[src/rtl/mem_port_arbiter.sv]
// Single-port memory arbiter between instruction fetch and data access; one fixed-latency access at a time.
// Optional fetch starvation guard enabled by defining ARB_STARVE_GUARD_EN.
module mem_port_arbiter #(
    parameter int MEM_LAT    = 2,
    parameter int STARVE_MAX = 4
) (
    input  logic        clk,
    input  logic        rst,
    input  logic        if_req,
    input  logic [31:0] if_addr,
    output logic        if_gnt,
    output logic        if_ack,
    output logic [31:0] if_rdata,
    input  logic        dm_req,
    input  logic        dm_we,
    input  logic [31:0] dm_addr,
    input  logic [31:0] dm_wdata,
    output logic        dm_gnt,
    output logic        dm_ack,
    output logic [31:0] dm_rdata,
    output logic        mem_en,
    output logic        mem_we,
    output logic [31:0] mem_addr,
    output logic [31:0] mem_wdata,
    input  logic [31:0] mem_rdata,
    output logic        busy
);

    typedef enum logic [1:0] {IDLE, ISSUE, WAIT, RESP} state_t;

    localparam int CW = (MEM_LAT > 1) ? $clog2(MEM_LAT) : 1;

    state_t          state;
    logic [CW-1:0]   cnt;
    logic            own_dm;
    logic            own_we;
    logic            if_forced;
    logic            dm_win;
    logic            if_win;

`ifdef ARB_STARVE_GUARD_EN
    localparam int SW = ($clog2(STARVE_MAX + 1) > 3) ? $clog2(STARVE_MAX + 1) : 3;
    logic [SW-1:0] starve;
    assign if_forced = if_req && (starve == SW'(STARVE_MAX));
`else
    assign if_forced = 1'b0;
`endif

    // Grants are gated by reset so nothing is accepted while rst is held low.
    assign dm_win = rst && (state == IDLE) && dm_req && !if_forced;
    assign if_win = rst && (state == IDLE) && if_req && !dm_win;
    assign dm_gnt = dm_win;
    assign if_gnt = if_win;
    assign busy   = (state != IDLE);

    always_ff @(posedge clk or negedge rst) begin
        if (!rst) begin
            state     <= IDLE;
            cnt       <= '0;
            own_dm    <= 1'b0;
            own_we    <= 1'b0;
            if_ack    <= 1'b0;
            dm_ack    <= 1'b0;
            if_rdata  <= '0;
            dm_rdata  <= '0;
            mem_en    <= 1'b0;
            mem_we    <= 1'b0;
            mem_addr  <= '0;
            mem_wdata <= '0;
`ifdef ARB_STARVE_GUARD_EN
            starve    <= '0;
`endif
        end else begin
            case (state)
                IDLE: begin
                    if (if_win || dm_win) begin
                        // The command registers double as the latched request copy.
                        own_dm    <= dm_win;
                        own_we    <= dm_win && dm_we;
                        mem_en    <= 1'b1;
                        mem_we    <= dm_win && dm_we;
                        mem_addr  <= dm_win ? dm_addr : if_addr;
                        mem_wdata <= dm_win ? dm_wdata : '0;
                        state     <= ISSUE;
`ifdef ARB_STARVE_GUARD_EN
                        if (dm_win && if_req)
                            starve <= (starve == SW'(STARVE_MAX)) ? starve : starve + 1'b1;
                        else
                            starve <= '0;
`endif
                    end
                end
                ISSUE: begin
                    mem_en    <= 1'b0;
                    mem_we    <= 1'b0;
                    mem_addr  <= '0;
                    mem_wdata <= '0;
                    cnt       <= CW'(MEM_LAT - 1);
                    state     <= WAIT;
                end
                WAIT: begin
                    if (cnt == '0) begin
                        if (own_dm) begin
                            dm_ack <= 1'b1;
                            if (!own_we)
                                dm_rdata <= mem_rdata;
                        end else begin
                            if_ack   <= 1'b1;
                            if_rdata <= mem_rdata;
                        end
                        state <= RESP;
                    end else begin
                        cnt <= cnt - 1'b1;
                    end
                end
                RESP: begin
                    if_ack <= 1'b0;
                    dm_ack <= 1'b0;
                    state  <= IDLE;
                end
                default: state <= IDLE;
            endcase
        end
    end

endmodule

[config.mk]
export PLATFORM = sky130hd
export DESIGN_NAME = mem_port_arbiter
export DESIGN_NICKNAME = d
export VERILOG_FILES = /design/src/rtl/mem_port_arbiter.sv
export SDC_FILE = /design/constraint.sdc
export NUM_CORES = 1
export LEC_CHECK = 0
export BUFFER_PORTS_ARGS = -buffer_cell sky130_fd_sc_hd__buf_4
export CAP_MARGIN = 40
export CORE_AREA = 2 2 104 116
export CTS_CLUSTER_DIAMETER = 30
export DETAILED_ROUTE_END_ITERATION = 8
export DIE_AREA = 0 0 106 118
export GPL_TIMING_DRIVEN = 0
export PLACE_DENSITY = 0.83
export REMOVE_ABC_BUFFERS = 1
export SYNTH_ARGS = -nofsm -noshare
export SYNTH_HDL_FRONTEND = slang
export SYNTH_SLANG_ARGS = --single-unit
[constraint.sdc]
create_clock -name clk -period 4.2 [get_ports clk]
set_input_delay 0.21 -clock clk [delete_from_list [all_inputs] [get_ports clk]]
set_output_delay 0.21 -clock clk [all_outputs]
set_load 0.005 [all_outputs]
==> metrics.yaml, run 1 <==
power_and_ir_drop:
  p_int_mw: 4.00
  p_sw_mw: 1.72
  power_frac_comb_pct: 37.0
  vdd_drop_max_mv: 0.316
  pwr-share-seq_pct: 38.9
  leakagePower_nw: 4.14
  power_density_nw_per_um2: 699
  p_clk_share_pct: 24.1
  switching_share_pct: 30.1
run:
  maxCapViolations: 0
clock_network:
  clockBufferDepth: 2
  cts_hold_buf: 1
  cts_buffers: 17
  cts_tree: "done"
  clk_latency_ns: 0.41
  post-cts-setup-buffers: 0
  post_cts_resized: 0
  htree_levels: 4
  cts_root_buffer: "clkbuf_16"
  clock-sinks: 137
  clkTransAtPathRegs_ns: 0.06
grt:
  grt_pass1_vias: 4356
  grt_antenna_before_repair: 0
  overflow: 0
  grt_pass1_wl_mm: 22.8
  groute.usage.overall_pct: 23.6
  grt_max_degree: 87
final_layout:
  diodes: 0
  drive_above_1_share_pct: 57.7
  finalNetCount: 770
  fin_util_pct: 72.1
  layout_common_cells: "buf_4, dfrtp_1, mux2_2"
  final_common_cell: "buf_4"
  area_delta_synth_final_pct: 50.7
timing:
  max_clock_freq_ghz: 0.372
  relSlewSlack_pct: 44.6
  rsz0062_at_grt: "no"
  fin_crit_sh_pct: 64.1
  worst_slew_pin_slew_ns: 0.827
  slew_viol_final: 0
  finalHoldViolCount: 0
  finalSetupViolCount: 0
  whs_ns: 0.0192
  period_minus_slack_ns: 2.69
  clock_skew_ns: 0.00718
floorplan:
  core_area_um2: 11300
  die_height_um: 118
  ios: 268
  rows: 41
  start_util_pct: 47.9
  die_area_um2: 12500
  die_w_um: 106
route:
  via_per_inst: 5.29
  ant_nets: 0
  dr.pass1.iters: 4
  drc: 0
  drtIter0Drc: 228
  wire_per_inst_um: 18.2
  vias: 4204
  wirelength_mm: 14.5
synth:
  synth.cell_area_um2: 5430
  synth_warnings: 0
  ys_seq_area_share_pct: 63.2
  synth.distinct_cells: 33
  synth_seq_cells: 137
  syn_inst: 361
  avgSynthCellArea_um2: 15.0
worst_hold_path:
  hp-start: "dm_wdata[29]"
  hold_class: "input pin to register"
setup_path:
  crit_required_ns: 4.54
  crit_path_start_kind: "input pin"
  worstSetupStartpoint: "rst"
  timing_worst_setup_path_type: "input pin to register"
  critPathCaptureType: "register"
  worstReg2RegStart: "state[0]"
  crit_fanout: 86
  worst_ep_arrival_time_ns: 3.03
placement:
  dp.final_hpwl_mm: 10.7
  port_buffers: 267
  routabilityCongestion: 0.780
status:
  status: "complete, no violations"
-- cell usage after synthesis, drive strengths merged --
master   count  share of area (%)
and4         1               0.16
ha           5                1.2
a22o        32                5.2
clkbuf       1              0.092
dfrtp      137                 63
nand2        2               0.14
o21ai        4               0.37
mux2        65                 13
and4b        1               0.18
o2bb2ai      1               0.16
a21oi        2               0.18
nand3        1              0.092
nor4b        1               0.44
nor2         2               0.14
and2        33                3.8
mux2i        1               0.18
a31oi        1               0.12
a22oi        1               0.14
a221o       32                5.9
buf         23                3.1
inv          7               0.48
nor3b        2               0.37
a21o         1               0.14
o211a        1               0.18
o211ai       1               0.14
a32o         1               0.18
and3         1               0.12
o32a         1               0.18
-- worst max-delay path, cell delays in order --
cell	delay, ns
dlygate4sd3_1	0.56
buf_6	0.43
buf_16	0.39
nand2_1	0.18
nor4b_4	0.77
buf_6	0.28
a221o_1	0.17
-- power by group through the flow --
stage / clock network [mW] / logic (mW) / registers, mW
floorplan: 0 / 0.827 / 2.22
global placement: 0 / 1.99 / 2.20
detailed placement: 0 / 2.14 / 2.23
CTS: 1.41 / 2.14 / 2.23
global route: 1.47 / 2.27 / 2.29
finish: 1.38 / 2.12 / 2.23
-- through the flow --
| step | worst slack [ns] | TNS [ns] | instance area (um2) | std cells | power (mW) |
|---|---|---|---|---|---|
| 2_1_floorplan | 0.477 | 0 | 5250 | 337 | 3.05 |
| 3_3_place_gp | -1.05 | -65.25 | 7440 | 754 | 4.19 |
| 3_5_place_dp | 1.60 | 0 | 7620 | 762 | 4.37 |
| 4_1_cts | 1.46 | 0 | 8180 | 795 | 5.77 |
| 5_1_grt | 1.27 | 0 | 8180 | 795 | 6.03 |
| 6_report | 1.51 | 0 | 8180 | 795 | 5.72 |
-- layout make-up --
class	count	area, um2
clock buffers	19	433
clock inverters	13	118
fillers	767	3160
inverters	7	26.3
multi-input cells	193	1820
flip-flops and latches	137	3430
well taps	150	188
repair buffers	276	2170
-- worst paths after layout --
path / endpoint / cells past startpoint / slack (ns)
setup / recovery: mem_addr[15] / 7 / 1.51
hold / removal: mem_wdata[29] / 2 / 0.02
setup reg to reg: mem_addr[15] / 6 / 1.94
hold reg to reg: mem_we / 1 / 0.50
max in group asynchronous: if_rdata[20] / 3 / 3.08
min in group asynchronous: mem_addr[25] / 2 / 0.34
-- routing by layer --
metal	GRT usage, %	wire length [um]	up-vias
met5	0	0	-
met4	7.89	255	0
met3	7.42	1140	21
met2	41.8	7530	207
met1	26.8	5560	2089
li1	-	-	1887
-- state kept, by name (all words and copies together) (netlist names), 2 cells and up --
signal     flops
if_rdata      32
mem_addr      32
state          2
mem_wdata     32
dm_rdata      32
-- cell families (layout without fill, tap and decap cells) --
| family | Yosys count | after routing | share of synthesized area (%) |
|---|---|---|---|
| fa+ha+maj | 5 | 5 | 1.15 |
| compound gates | 78 | 78 | 12.9 |
| buf+inv | 31 | 315 | 3.71 |
| simple gates | 44 | 44 | 5.44 |
| flops | 137 | 137 | 63.2 |
| mux | 66 | 66 | 13.7 |
Power figures use the tool's default switching activity.
==> inputs of run 2 (changes only) <==
Settings changed: CORE_AREA 2 2 104 116 to 2 2 113 126, DIE_AREA 0 0 106 118 to 0 0 115 128, PLACE_DENSITY 0.83 to 0.75.
Clock period 4.2 ns to 2.35 ns, I/O delays scaled along.
==> run 2 against run 1 <==
Effect of this change: combinational power increased by 88%; non-clock buffer count increased by 95; total power increased by 81%; the flow now finishes with violations (negative hold slack); via count increased by 9.2%; critical endpoint is now mem_addr[23]; critical path type is now register to register; cell count increased by 14%; sequential share of layout area decreased by 4.3 points; largest power group unchanged; clock skew increased by 0.0029 ns; design area increased by 11%.
==> metrics.yaml, run 2 (same netlist as run 1, synthesis figures left out) <==
status:
  status: "finished with violations"
  violations: "negative hold slack"
final_layout:
  nFillCells: 898
  drive_above_1_share_pct: 50.3
  finalNetCount: 866
  seq_area_um2: 3430
  final_common_cell: "buf_4"
  post-route-cell-area_um2: 9120
  area_delta_synth_final_pct: 68.0
  stdcell_count: 905
  diodes: 0
  multi_input_area_um2: 1830
  layout_common_cells: "buf_4, dfrtp_1, dlygate4sd3_1"
setup_path:
  rr_endpoint: "mem_addr[23]"
  worst_ep_arrival_time_ns: 2.52
  r2r_cells: 7
  worstReg2RegStart: "state[0]"
  crit_top_cell: "buf_6"
  max_stage_delay_ns: 0.51
  worstSetupStartpoint: "state[0]"
  crit_fanout: 18
  cp-endpoint: "mem_addr[23]"
  r2r_slack_ns: 0.16
  worstPathCellList: "inv_1, ha_1, nand2_1, nor4b_4, buf_6, buf_6, a221o_1"
  cp_slowest_cell: "nor4b_4"
  critPathCaptureType: "register"
  critical_path_buf_inv_count: 3
  timing_worst_setup_path_type: "register to register"
  crit_path_start_kind: "register"
  crit_required_ns: 2.68
  path_delay_family: "simple AND/OR/NAND/NOR gates"
  path_depth: 7
grt:
  grt_pass1_wl_mm: 24.2
  grt_max_degree: 74
  grt_antenna_before_repair: 0
  grt_pass1_vias: 4771
  overflow: 0
  groute.usage.overall_pct: 21.0
timing:
  finalHoldViolCount: 70
  relSlewSlack_pct: 43.1
  clock_skew_ns: 0.0101
  rsz0062_at_grt: "no"
  max_clock_freq_ghz: 0.456
  worst_slew_pin_slew_ns: 0.853
  slew_viol_final: 0
  whs_ns: -0.298
  finalSetupViolCount: 0
  fin_crit_sh_pct: 93.3
  period_minus_slack_ns: 2.19
clock_network:
  htree_levels: 4
  clock-sinks: 137
  cts_hold_buf: 97
  clkTransAtPathRegs_ns: 0.06
  cts_tree: "done"
  clockBufferDepth: 2
  cts_buffers: 17
  cts_root_buffer: "clkbuf_16"
  clk_latency_ns: 0.40
power_and_ir_drop:
  power_density_nw_per_um2: 1130
  leakagePower_nw: 4.53
  vdd_drop_max_mv: 0.529
placement:
  routabilityCongestion: 0.746
  port_buffers: 267
  dp.cells: 775
  dp.final_hpwl_mm: 10.3
  post_dp_cell_area_um2: 7610
run:
  maxCapViolations: 0
floorplan:
  rows: 45
  die_w_um: 115
  die_height_um: 128
  core_area_um2: 13500
  start_util_pct: 40.2
  die_area_um2: 14700
  ios: 268
route:
  wire_per_inst_um: 17.9
  dr.pass1.iters: 4
  ant_nets: 0
  via_per_inst: 5.07
  drc: 0
  drtIter0Drc: 209
  wirelength_mm: 16.2
  vias: 4590
worst_hold_path:
  hold_class: "input pin to async pin"
-- run 2: how the worst min path moves through the flow --
stage | startpoint | to | slack, ns
2_1_floorplan | rst | cnt | -0.18
3_3_place_gp | dm_wdata[4] | mem_wdata[4] | 0.33
3_5_place_dp | rst | mem_addr[11] | 0.17
4_1_cts | rst | mem_addr[11] | -0.27
5_1_grt | rst | mem_addr[11] | -0.25
6_report | rst | mem_addr[11] | -0.30
-- run 2: what timing repair did --
action / CTS / global route
setup buffers: 0 / 0
hold endpoints to repair: 200 / 70
resized for setup: 0 / 1
endpoints found under the setup margin: 0 / 68
-- run 2: final cells by class --
type,count,share of cell area (%)
sequential,137,37.6
clock buffer,19,4.75
tap,164,2.25
timing repair buffer,371,34.0
clock inverter,13,1.07
multi-input combinational,194,20.0
inverter,7,0.288
-- run 2: stage by stage --
step | setup WS, ns | power [mW] | utilization [%] | setup TNS (ns)
finish | 0.157 | 10.3 | 67.5 | 0
detailed placement | -0.114 | 7.78 | 56.3 | -1.80
global route | 0.0374 | 10.9 | 67.5 | 0
floorplan | -1.37 | 5.45 | - | -97.02
global placement | -3.02 | 7.58 | 55.2 | -236.26
CTS | 0.0937 | 10.3 | 67.4 | 0
-- run 2: power by group --
part	switching, mW	total, mW	internal (mW)	leakage, nW
combinational	1.56	3.98	2.42	2.52
clock	1.03	2.39	1.36	0.250
sequential	0.617	3.98	3.36	1.76
total	3.20	10.3	7.14	4.53
-- run 2: worst reg2reg max path, cell delays in order (launching register included) --
cell and delay, ns:
dfrtp_1 0.41, inv_1 0.12, ha_1 0.30, nand2_1 0.15, nor4b_4 0.51, buf_6 0.24
buf_6 0.20, a221o_1 0.19
-- run 2: routing by layer --
metal  vias up  GRT usage, %  part of all wire, %
li1       2081             -                    -
met1      2242          25.8                   41
met2       238          35.1                   48
met3        29          6.95                  8.4
met4         0          6.66                  2.0
met5         -             0                    0
